`src/rtl/vga_timing_pkg.sv`:
```
// Shared constants and helpers for the VGA raster timing generator.
// Holds the default 640x480@60 timing, the line/frame total derivations and
// the sync-polarity constants used by vga_timing_gen and its testbench.
package vga_timing_pkg;

  // Default 640x480@60 timing (pixel clock ~25.175 MHz)
  localparam int DEF_H_ACTIVE = 640;
  localparam int DEF_H_FP     = 16;
  localparam int DEF_H_SYNC   = 96;
  localparam int DEF_H_BP     = 48;
  localparam int DEF_V_ACTIVE = 480;
  localparam int DEF_V_FP     = 10;
  localparam int DEF_V_SYNC   = 2;
  localparam int DEF_V_BP     = 33;
  localparam int DEF_COORD_W  = 10;

  // Deepest supported alignment delay for sync/active
  localparam int MAX_PIPE_DELAY = 7;

  // Sync polarity selectors
  localparam int SYNC_POL_NEG = 1;
  localparam int SYNC_POL_POS = 0;

  function automatic int h_total(input int active, input int fp,
                                 input int sync, input int bp);
    return active + fp + sync + bp;
  endfunction

  function automatic int v_total(input int active, input int fp,
                                 input int sync, input int bp);
    return active + fp + sync + bp;
  endfunction

  // Pin level for a sync signal: asserted pulses drive low when active-low
  function automatic logic sync_level(input logic asserted, input logic neg);
    return asserted ^ neg;
  endfunction

endpackage

```
`src/rtl/vga_delay_line.sv`:
```
// Clock-enabled shift register used to align sync/active with a pipelined
// pixel source.
// Ports:
//   clk_i     - clock
//   rst_i     - synchronous active-high reset; loads rst_val_i into every stage
//   ce_i      - shift enable; the line holds when low
//   rst_val_i - value loaded into all stages on reset
//   d_i       - input word, captured into the first stage
//   q_o       - output of the last stage (STAGES steps behind d_i)
module vga_delay_line #(
  parameter int DATA_W = 3,
  parameter int STAGES = 1
) (
  input  logic              clk_i,
  input  logic              rst_i,
  input  logic              ce_i,
  input  logic [DATA_W-1:0] rst_val_i,
  input  logic [DATA_W-1:0] d_i,
  output logic [DATA_W-1:0] q_o
);

  logic [DATA_W-1:0] stage_q [STAGES];

  always_ff @(posedge clk_i) begin
    if (rst_i) begin
      for (int i = 0; i < STAGES; i++) begin
        stage_q[i] <= rst_val_i;
      end
    end else if (ce_i) begin
      stage_q[0] <= d_i;
      for (int i = 1; i < STAGES; i++) begin
        stage_q[i] <= stage_q[i-1];
      end
    end
  end

  assign q_o = stage_q[STAGES-1];

endmodule

```
`src/rtl/vga_timing_gen.sv`:
```
// VGA raster timing generator.
// Owns the horizontal/vertical counters, the pixel coordinates, the active
// video flag and the per-line / per-frame strobes, and produces sync and a
// delayed active flag aligned to a pipelined pixel source.
// Ports:
//   CLK         - pixel-domain clock
//   RESET       - synchronous active-high reset
//   pix_ce      - pixel clock enable; everything advances only when high
//   x, y        - current raster position
//   active      - x/y inside the visible area, aligned with x/y
//   line_start  - high for the pixel step where x==0
//   frame_start - high for the pixel step where x==0 and y==0
//   h_sync      - horizontal sync, PIPE_DELAY steps behind x/y
//   v_sync      - vertical sync, PIPE_DELAY steps behind x/y
//   active_d    - active, PIPE_DELAY steps behind x/y
module vga_timing_gen
  import vga_timing_pkg::*;
#(
  parameter int H_ACTIVE   = DEF_H_ACTIVE,
  parameter int H_FP       = DEF_H_FP,
  parameter int H_SYNC     = DEF_H_SYNC,
  parameter int H_BP       = DEF_H_BP,
  parameter int V_ACTIVE   = DEF_V_ACTIVE,
  parameter int V_FP       = DEF_V_FP,
  parameter int V_SYNC     = DEF_V_SYNC,
  parameter int V_BP       = DEF_V_BP,
  parameter int SYNC_NEG   = SYNC_POL_NEG,
  parameter int PIPE_DELAY = 0,
  parameter int COORD_W    = DEF_COORD_W
) (
  input  logic               CLK,
  input  logic               RESET,
  input  logic               pix_ce,
  output logic [COORD_W-1:0] x,
  output logic [COORD_W-1:0] y,
  output logic               active,
  output logic               line_start,
  output logic               frame_start,
  output logic               h_sync,
  output logic               v_sync,
  output logic               active_d
);

  localparam int H_TOTAL = h_total(H_ACTIVE, H_FP, H_SYNC, H_BP);
  localparam int V_TOTAL = v_total(V_ACTIVE, V_FP, V_SYNC, V_BP);

  if ((H_TOTAL >= (1 << COORD_W)) || (V_TOTAL >= (1 << COORD_W)) ||
      (PIPE_DELAY < 0) || (PIPE_DELAY > MAX_PIPE_DELAY)) begin : g_param_check
    $error("vga_timing_gen: totals must fit COORD_W and PIPE_DELAY must be 0..7");
  end

  localparam logic               NEG      = (SYNC_NEG != 0);
  localparam logic               SYNC_OFF = sync_level(1'b0, NEG);
  localparam logic [COORD_W-1:0] H_LAST   = COORD_W'(H_TOTAL - 1);
  localparam logic [COORD_W-1:0] V_LAST   = COORD_W'(V_TOTAL - 1);
  localparam logic [COORD_W-1:0] H_VIS    = COORD_W'(H_ACTIVE);
  localparam logic [COORD_W-1:0] V_VIS    = COORD_W'(V_ACTIVE);
  localparam logic [COORD_W-1:0] HS_BEG   = COORD_W'(H_ACTIVE + H_FP);
  localparam logic [COORD_W-1:0] HS_END   = COORD_W'(H_ACTIVE + H_FP + H_SYNC);
  localparam logic [COORD_W-1:0] VS_BEG   = COORD_W'(V_ACTIVE + V_FP);
  localparam logic [COORD_W-1:0] VS_END   = COORD_W'(V_ACTIVE + V_FP + V_SYNC);

  // run_q distinguishes the first step after reset, which presents (0,0)
  // instead of advancing past it.
  logic               run_q, run_d;
  logic [COORD_W-1:0] x_q, x_d;
  logic [COORD_W-1:0] y_q, y_d;
  logic               active_q, active_nx;
  logic               line_start_q, line_start_nx;
  logic               frame_start_q, frame_start_nx;
  logic               hs_nx, vs_nx;
  logic [2:0]         dly_in, dly_out, dly_rst;

  // Next raster position for the coming pixel step
  always_comb begin
    run_d = 1'b1;
    x_d   = x_q;
    y_d   = y_q;
    if (!run_q) begin
      x_d = '0;
      y_d = '0;
    end else if (x_q == H_LAST) begin
      x_d = '0;
      y_d = (y_q == V_LAST) ? '0 : y_q + COORD_W'(1);
    end else begin
      x_d = x_q + COORD_W'(1);
    end
  end

  // Flags and sync derived from the next position so they register together
  // with x/y. v_sync only depends on y, so it can only move on the x wrap.
  always_comb begin
    active_nx      = (x_d < H_VIS) && (y_d < V_VIS);
    line_start_nx  = (x_d == '0);
    frame_start_nx = (x_d == '0) && (y_d == '0);
    hs_nx          = sync_level((x_d >= HS_BEG) && (x_d < HS_END), NEG);
    vs_nx          = sync_level((y_d >= VS_BEG) && (y_d < VS_END), NEG);
  end

  // Stage boundary: counters and aligned flags
  always_ff @(posedge CLK) begin
    if (RESET) begin
      run_q         <= 1'b0;
      x_q           <= '0;
      y_q           <= '0;
      active_q      <= 1'b0;
      line_start_q  <= 1'b0;
      frame_start_q <= 1'b0;
    end else if (pix_ce) begin
      run_q         <= run_d;
      x_q           <= x_d;
      y_q           <= y_d;
      active_q      <= active_nx;
      line_start_q  <= line_start_nx;
      frame_start_q <= frame_start_nx;
    end
  end

  // Stage boundary: one register aligned with x/y plus PIPE_DELAY extra steps
  assign dly_in  = {hs_nx, vs_nx, active_nx};
  assign dly_rst = {SYNC_OFF, SYNC_OFF, 1'b0};

  vga_delay_line #(
    .DATA_W (3),
    .STAGES (PIPE_DELAY + 1)
  ) u_delay (
    .clk_i     (CLK),
    .rst_i     (RESET),
    .ce_i      (pix_ce),
    .rst_val_i (dly_rst),
    .d_i       (dly_in),
    .q_o       (dly_out)
  );

  assign x           = x_q;
  assign y           = y_q;
  assign active      = active_q;
  assign line_start  = line_start_q;
  assign frame_start = frame_start_q;
  assign h_sync      = dly_out[2];
  assign v_sync      = dly_out[1];
  assign active_d    = dly_out[0];

endmodule

```
`config.mk`:
```
export PLATFORM = sky130hd
export DESIGN_NAME = vga_timing_gen
export DESIGN_NICKNAME = d
export VERILOG_FILES = /design/src/rtl/vga_timing_pkg.sv /design/src/rtl/vga_delay_line.sv /design/src/rtl/vga_timing_gen.sv
export SDC_FILE = /design/constraint.sdc
export NUM_CORES = 1
export LEC_CHECK = 0
export BUFFER_PORTS_ARGS = -buffer_cell sky130_fd_sc_hd__buf_2
export CAP_MARGIN = 20
export CORE_MARGIN = 2
export CORE_UTILIZATION = 57
export DETAILED_ROUTE_END_ITERATION = 10
export PLACE_DENSITY = 0.77
export SETUP_SLACK_MARGIN = 0.2
export SLEW_MARGIN = 0
export SYNTH_ARGS = -nofsm -noshare
export SYNTH_HDL_FRONTEND = slang
export SYNTH_SLANG_ARGS = --single-unit
```
`constraint.sdc`:
```
create_clock -name CLK -period 2.5 [get_ports CLK]
set_input_delay 0.125 -clock CLK [delete_from_list [all_inputs] [get_ports CLK]]
set_output_delay 0.125 -clock CLK [all_outputs]
set_load 0.02 [all_outputs]
```
# [Yosys cells after proc, flatten, opt, wreduce, memory -nomap -nowiden]
# Memories as Yosys holds them, arrays and structs flattened.
# Index checks and enable logic that the tools add are counted.
[totals] input_bits=3 ram_bits=3 memories=1 reg_bits=24 elab_cells=38 output_inout_bits=26
[mem_list] memory="u_delay.stage_q" words=1 word_bits=3 read_ports=1 rd_clocked_by_memory_dff=0 write_ports=1 line="vga_delay_line.sv:22" text="logic [DATA_W-1:0] stage_q [STAGES];"
[op_classes] n_eq_ne=2 magnitude_cmp=6 n_reduce_logical=7 muxes=12 addsub=2 bitwise_logic=2
[ops] op="$mux W10" count=5
[ops] op="$add A10 B1 Y10 const B" count=2
[ops] op="$eq A10 B10 Y1 const B" count=2
[ops] op="$logic_not A10 Y1" count=2
[ops] op="$lt A10 B10 Y1 const B" count=2
[ops] op="$lt A10 B9 Y1 const B" count=2
[ops] op="$ge A10 B10 Y1 const B" count=1
[ops] op="$ge A10 B9 Y1 const B" count=1
[ops] op="$mux W1" count=6
[ops] op="$logic_and A1 B1 Y1" count=4
[ops] op="$mux W3" count=1
[ops] op="$reduce_or A3 Y1" count=1
[ops] op="$not A1 Y1" count=2

# [Depth between registers and ports, before layout]
# Gate-level depths: netlist of run 1.
[logic_depth] depth_word=8 mapped_depth=10 mapped_depth_nobuf=8

# [Hierarchy]
# A second synthesis of run 1 with hierarchy kept.
[hier_totals] cells_unflattened=239 area_unflattened_um2=1939.4
[modules_own_cells] mod="vga_timing_gen" cells_each=231 n_inst=1 area_per_inst_um2=1784.2 seq_area_each_um2=480.5
[modules_own_cells] mod="vga_delay_line" cells_each=8 n_inst=1 area_per_inst_um2=155.1 seq_area_each_um2=90.1

# [Least setup slack after synthesis of run 1]
# Ideal clock, no wire load.
[synth_timing] path_kind="register to register" start="reg x_q[1] (netlist: x[1])" end="mem u_delay.stage_q[0][1], data pin" synth_period_minus_slack_ns=2.492 t_arrival_ns=2.223 setup_ns=0.270 path_stages_with_launch=9 required_time_ns=2.230 slack_ns=0.008 path_buffers=1 cell_sequence="dfxtp_1 -> ha_1 -> buf_2 -> nand4_1 -> nor3_1 -> nand3_1 -> a211o_1 -> nor4_1 -> nand4b_1"
[synth_between] elab_chain_cells=7 word_cells_on_any_way=8 cone_classes="2 x order compare; 1 x eq/ne; 3 x mux; 1 x bitwise; 1 x reduce/logical"
[synth_rtl] item="start: declaration" line="vga_timing_gen.sv:66" text="logic [COORD_W-1:0] x_q, x_d;"
[synth_rtl] item="start signal: assignment" line="vga_timing_gen.sv:104" text="x_q <= '0;"
[synth_rtl] item="start signal: assignment" line="vga_timing_gen.sv:111" text="x_q <= x_d;"
[synth_rtl] item="$eq A10 B10 Y1 (*)" line="vga_timing_gen.sv:82" text="end else if (x_q == H_LAST) begin"
[synth_rtl] item="$mux W10 (*)" line="vga_timing_gen.sv:82"
[synth_rtl] item="$mux W10 (*)" line="vga_timing_gen.sv:79" text="if (!run_q) begin"
[synth_rtl] item="$ge A10 B9 Y1 or $lt A10 B9 Y1 (tied branches)" line="vga_timing_gen.sv:97" text="vs_nx = sync_level((y_d >= VS_BEG) && (y_d < VS_END), NEG);"
[synth_rtl] item="$logic_and A1 B1 Y1 (*)" line="vga_timing_gen.sv:97"
[synth_rtl] item="$not A1 Y1 (no line) (*)"
[synth_rtl] item="$mux W3 (no line) (*)"
[synth_rtl] item="end: declaration" line="vga_delay_line.sv:22"
# Mark *: on every way between the ends. The rest lies on a longest branch, timed or not.

# [Worst setup path in the final report of run 1]
[layout_timing] start="reg y_q[5] (netlist: y[5])" end="reg frame_start_q (netlist: frame_start)"
[layout_between] elab_chain_cells=6 word_cells_on_any_way=7 cone_classes="1 x add/sub; 1 x eq/ne; 3 x mux; 2 x reduce/logical"
[layout_rtl] item="start: declaration" line="vga_timing_gen.sv:67" text="logic [COORD_W-1:0] y_q, y_d;"
[layout_rtl] item="start signal: assignment" line="vga_timing_gen.sv:112" text="y_q <= y_d;"
[layout_rtl] item="$add A10 B1 Y10 or $eq A10 B10 Y1 (tied branches)" line="vga_timing_gen.sv:84" text="y_d = (y_q == V_LAST) ? '0 : y_q + COORD_W'(1);"
[layout_rtl] item="$mux W10" line="vga_timing_gen.sv:84"
[layout_rtl] item="$mux W10 (*)" line="vga_timing_gen.sv:82"
[layout_rtl] item="$mux W10 (*)" line="vga_timing_gen.sv:79"
[layout_rtl] item="$logic_not A10 Y1 (*)" line="vga_timing_gen.sv:95" text="frame_start_nx = (x_d == '0) && (y_d == '0);"
[layout_rtl] item="$logic_and A1 B1 Y1 (*)" line="vga_timing_gen.sv:95"
[layout_rtl] item="end signal: assignment" line="vga_timing_gen.sv:115" text="frame_start_q <= frame_start_nx;"
[layout_rtl] item="end: declaration" line="vga_timing_gen.sv:70" text="logic frame_start_q, frame_start_nx;"
# Marks and branches as above.
# A chain may end at the register's enable or synchronous reset.

==> results_dict.tcl, run 1 <==
set metrics [dict create \
    run_status "complete, no violations" \
    floorplan.initialDensity 0.587 \
    worstPathRequired_ps 2780 \
    power.density_cell_area_nw_per_um2 321 \
    io_pins 29 \
    synth_seq_area_share 0.294 \
    detailedRoute.firstIterationViolations 158 \
    via_count 2023 \
    io_buffer_count 28 \
    cts.reportedPaths.clkPinSlew_ps 160 \
    critical_path.max_fanout 4 \
    routed_wire_per_std_cell_um 15.0 \
    design.die.area_um2 3890 \
    final-max-slew-violation-count 0 \
    post_route_minimum_period_ps 2220 \
    grt_max_degree 19 \
    dp_cells 325 \
    clock_tree.root_cell "sky130_fd_sc_hd__clkbuf_4" \
    synthesis.area_per_instance_um2 7.47 \
    ys_warn_count 0 \
    die-height_um 62.4 \
    ys_seq_elements 27 \
    fin_worst_hold_slack_ps 140 \
    fillers 298 \
    synth_cell_types 57 \
    grtUsageMet3 0.0306 \
    critical_path.startpoint_type "flip-flop" \
    mappedNetlistArea_um2 1940 \
    areaGrowthSynthToFinish_pct 16.7 \
    antenna_cells_inserted 0 \
    placement.cell_area_um2 2150 \
    grt_setup_unrepaired "no" \
    layout.cell_area.non_filler_um2 2270 \
    grt_use_total 0.262 \
    fin_skew_ps 10.9 \
    number_of_global_route_vias_before_repair 1743 \
    hold_violations 0 \
    floorplan.die.width_um 62.4 \
    fin_nets 293 \
    use_met1 0.379 \
    worst_skew_pair.late_latency_ps 350 \
    post_route_setup_tns_ps 0 \
    postSynthNetCount 266 \
    worstPathArrival_ps 2500 \
    detail_route.vias_per_cell 6.09 \
    detailedRoute.firstPassIterationCount 5 \
    share_of_final_layout_standard_cells_stronger_than_drive_strength_1 0.241 \
    met2_use_gr 0.420 \
    detailedPlacementHpwl_mm 3.57 \
    detail_route.drc_violations 0 \
    postSynth.asyncResetShare 0 \
    final_min_period_over_clock_period 0.886 \
    final_standard_cell_utilization_of_the_core 0.685 \
    cts-root-to-sink-buffers 2 \
    top_usage_layer "met2" \
    netlist_instances 260 \
    report.final.setup_viol 0 \
    synth_enable_flop_cells 3 \
    globalRouteOverflowTotal 0 \
    synth-main-ff-cell "sky130_fd_sc_hd__dfxtp_1" \
    worstSetupPathType "reg2reg" \
    place.gp.congestion 0.923 \
    drt_wl_total_mm 4.97 \
    timing.max_slew.rel_slack 0.573 \
    min_delay_path_depth 2 \
    fin_cells 332 \
    tritoncts.num_buffers 3 \
    post_cts_hold_buffer_count 0 \
    std_cell_rows 21 \
    worst_ir_drop_vdd_uv 174 \
    timing.fmax_mhz 451 \
    timing_worst_slew_pin_value_ps 638 \
    static-leakage-power_nw 0.831 \
    grt_antenna_before_repair 0 \
    max-cap-violations 0 \
    critical_path.endpoint_type "flip-flop" \
    cts_sinks 27 \
    r2r_cells 6 \
    worst_hold_path_type "in2reg" \
    cts.htree.levels 1 \
    tritoncts "built" \
    grt_first_pass_wirelength_mm 8.34 \
    core_area_um2 3310 \
    detail-route-antenna-nets 0 \
]
-- kinds of logic (layout without fill, tap and decap cells) --
family                   Yosys count  count (layout)  share of synthesized area
XOR/XNOR                          11              11                     0.0496
AO/OA/AOI/OAI                     74              74                      0.245
AND/OR/NAND/NOR                  109             109                      0.308
multiplexers                       2               2                     0.0109
buffers and inverters             34              60                     0.0734
flip-flops                        27              27                      0.294
adder cells (fa/ha/maj)            3               3                     0.0193
-- metal layers --
layer  wire length (µm)  up-vias
li1                   -     1000
met1               2300      934
met2               2280       82
met3                330        7
met4                 61        0
met5                  0        -
-- cells in the final DEF (no fill, tap or decap), drive strengths merged, types with 4 or more instances in the layout --
| cell | instances |
|---|---|
| xnor2 | 7 |
| nand4 | 6 |
| a31oi | 6 |
| or3 | 6 |
| buf | 46 |
| o21ai | 21 |
| a21oi | 22 |
| nand2 | 27 |
| nand3 | 11 |
| nor4 | 9 |
| o31ai | 5 |
| xor2 | 4 |
| inv | 10 |
| nor2 | 19 |
| nor3 | 8 |
| dfxtp | 24 |
-- through the flow --
stage	setup WS (ps)	power, mW
floorplan	200	0.511
global placement	205	0.531
detailed placement	182	0.532
CTS	189	0.722
global route	203	0.752
finish	284	0.728
-- Yosys cell counts, drive strengths merged, types with 2 or more instances --
cell type | n | share of area
a21oi | 22 | 0.057
a22oi | 2 | 0.0077
a31oi | 6 | 0.019
and2 | 3 | 0.0097
and3 | 3 | 0.012
buf | 7 | 0.021
clkbuf | 17 | 0.033
dfxtp | 24 | 0.25
edfxtp | 3 | 0.046
ha | 3 | 0.019
inv | 10 | 0.019
nand2 | 27 | 0.052
nand2b | 3 | 0.0097
nand3 | 11 | 0.031
nand4 | 6 | 0.019
nand4b | 3 | 0.014
nor2 | 19 | 0.037
nor2b | 2 | 0.0064
nor3 | 8 | 0.021
nor4 | 9 | 0.037
o21a | 2 | 0.0077
o21ai | 21 | 0.056
o31ai | 5 | 0.022
o41ai | 2 | 0.0090
or3 | 6 | 0.019
or4 | 3 | 0.012
xnor2 | 7 | 0.032
xor2 | 4 | 0.018
-- area by class of cell --
class | instances | area [µm²] | area share
Clock buffer | 3 | 22.5 | 0.00993
Clock inverter | 1 | 5.00 | 0.00221
Inverter | 10 | 37.5 | 0.0165
Multi-Input combinational cell | 199 | 1300 | 0.571
Sequential cell | 27 | 574 | 0.253
Tap cell | 46 | 57.6 | 0.0254
Timing Repair Buffer | 46 | 275 | 0.121
-- power by group --
part / internal (mW) / leakage (nW) / total [mW] / switching (mW)
clock: 0.0604 / 0.0177 / 0.202 / 0.142
combinational: 0.0213 / 0.588 / 0.0720 / 0.0507
sequential: 0.447 / 0.225 / 0.454 / 0.00699
-- final timing paths --
path                                 start           to  slack, ps
worst min-delay path                 RESET         y[8]        140
worst min register to register  line_start   line_start        460
worst max register to register        y[5]  frame_start        280
worst max-delay path                  y[5]  frame_start        280
-- what timing repair did --
action / 4_1_cts / 5_1_grt
endpoints found under the setup margin: 2 / 13
hold endpoints to repair: 0 / 0
setup buffers: 0 / 3
pin swaps: 0 / 3
gates resized for setup: 2 / 11
-- worst max-delay path, stage by stage (launching register included) --
cell	delay [ps]
sky130_fd_sc_hd__dfxtp_1	330
sky130_fd_sc_hd__or4_1	540
sky130_fd_sc_hd__or4_4	570
sky130_fd_sc_hd__and3_4	200
sky130_fd_sc_hd__o22ai_4	160
sky130_fd_sc_hd__a31oi_2	130
sky130_fd_sc_hd__o31ai_2	220
-- registers in the layout (all words and copies together), names as in the netlist --
register	flops
line_start	1
x	10
u_delay.stage_q	3
active	1
frame_start	1
run_q	1
y	10
Power figures use the tool's default switching activity.
==> inputs of run 2 (changes only) <==
CORE_UTILIZATION = 23   (was 57)
PLACE_DENSITY = 0.36   (was 0.77)
==> results_dict.tcl, run 2 (synthesis results as in run 1) <==
set metrics [dict create \
    cts-root-to-sink-buffers 2 \
    post_route_minimum_period_ps 2170 \
    placement.setup.worst_slack_ps 210 \
    io_pins 29 \
    drt_wl_total_mm 6.38 \
    worst-path-stages 6 \
    grt_use_total 0.147 \
    std_cell_rows 33 \
    worstPathRequired_ps 2710 \
    power.density_cell_area_nw_per_um2 337 \
    io_buffer_count 28 \
    cts_sinks 27 \
    worstPathArrival_ps 2380 \
    place.gp.congestion 0.862 \
    final_min_period_over_clock_period 0.870 \
    grt_max_degree 19 \
    number_of_global_route_vias_before_repair 1915 \
    detail_route.drc_violations 0 \
    fin_worst_hold_slack_ps 236 \
    fillers 899 \
    detail-route-antenna-nets 0 \
    critPathBufInv 0 \
    run_status "complete, no violations" \
    design.die.area_um2 9200 \
    die-height_um 95.9 \
    tritoncts "built" \
    min_delay_path_depth 2 \
    via_count 2029 \
    hold_violations 0 \
    grt_antenna_before_repair 0 \
    grt_first_pass_wirelength_mm 10.3 \
    detailedRoute.firstIterationViolations 166 \
    core_area_um2 8220 \
    post_route_setup_tns_ps 0 \
    cts.htree.levels 1 \
    fin_skew_ps 3.34 \
    detailedPlacementHpwl_mm 4.72 \
    fin_nets 299 \
    timing_worst_slew_pin_value_ps 506 \
    leading_cell_type_in_the_layout_fill_and_taps_excluded "sky130_fd_sc_hd__buf_2" \
    static-leakage-power_nw 0.873 \
    report.final.setup_viol 0 \
    r2r_cells 6 \
    worst_skew_pair.late_latency_ps 290 \
    final_cell_mix "sky130_fd_sc_hd__buf_2, sky130_fd_sc_hd__nand2_1, sky130_fd_sc_hd__buf_4" \
    detail_route.vias_per_cell 5.11 \
    tritoncts.num_buffers 3 \
    worstSetupPathType "reg2reg" \
    grt_setup_unrepaired "no" \
    highest_cell_delay_on_the_worst_timing_path_ps 560 \
    crit_chain "or4_1, or4_4, and3_4, o22ai_2, a31oi_1, o31ai_2" \
    post_cts_hold_buffer_count 0 \
    slowest_stage "sky130_fd_sc_hd__or4_4" \
    fin_cells 397 \
    critical_path.endpoint_type "flip-flop" \
    timing.final.ws_setup_ps 326 \
    timing.fmax_mhz 460 \
    detailedRoute.firstPassIterationCount 4 \
    share_of_final_layout_standard_cells_stronger_than_drive_strength_1 0.257 \
    critPathTopFamily "simple AND/OR/NAND/NOR gates" \
    routed_wire_per_std_cell_um 16.1 \
    areaGrowthSynthToFinish_pct 23.6 \
    timing.max_slew.rel_slack 0.662 \
    critical_path.startpoint_type "flip-flop" \
    antenna_cells_inserted 0 \
    floorplan.initialDensity 0.236 \
    worst_ir_drop_vdd_uv 155 \
    clock_tree.root_cell "sky130_fd_sc_hd__clkbuf_8" \
    max-cap-violations 0 \
    worst_hold_path_type "in2reg" \
    floorplan.die.width_um 95.9 \
    cts.reportedPaths.clkPinSlew_ps 100 \
    critical_path.max_fanout 6 \
    dp_cells 391 \
    final-max-slew-violation-count 0 \
    globalRouteOverflowTotal 0 \
]
-- run 2: timing repair --
item / in CTS / in global routing
setup buffers: 0 / 2
endpoints found under the setup margin: 3 / 11
pin swaps: 0 / 0
gates resized for setup: 1 / 12
-- run 2: metrics by stage --
step / utilization / instance area, µm² / power (mW)
final: 0.292 / 2400 / 0.808
after global routing: 0.292 / 2400 / 0.845
after CTS: 0.283 / 2330 / 0.815
after global placement: 0.278 / 2280 / 0.543
after detailed placement: 0.278 / 2280 / 0.542
after floorplan: - / 1950 / 0.511
-- run 2: power breakdown --
| part | switching [mW] | internal [mW] | leakage (nW) |
|---|---|---|---|
| clock | 0.160 | 0.115 | 0.0228 |
| sequential | 0.00726 | 0.447 | 0.225 |
| combinational | 0.0558 | 0.0237 | 0.625 |
| total | 0.223 | 0.585 | 0.873 |
-- run 2: layout make-up --
class | instances | area [µm²] | area share
Clock buffer | 4 | 45.0 | 0.0188
Inverter | 10 | 37.5 | 0.0156
Multi-Input combinational cell | 199 | 1290 | 0.538
Sequential cell | 27 | 574 | 0.239
Tap cell | 105 | 131 | 0.0547
Timing Repair Buffer | 52 | 320 | 0.133
-- run 2: per-layer routing --
| layer | part of all wire | GRT usage | vias up | wire length (µm) |
|---|---|---|---|---|
| met2 | 0.43 | 0.214 | 55 | 2720 |
| met3 | 0.039 | 0.0196 | 7 | 249 |
| met4 | 0.015 | 0.0464 | 0 | 93 |
| met1 | 0.52 | 0.221 | 952 | 3320 |
| met5 | 0 | 0 | - | 0 |
| li1 | - | - | 1015 | - |
-- run 2: worst paths after layout --
check	start	to	slack, ps
worst max-delay path	y[5]	frame_start	330
worst min-delay path	RESET	y[1]	240
worst max register to register	y[5]	frame_start	330
worst min register to register	line_start	line_start	450
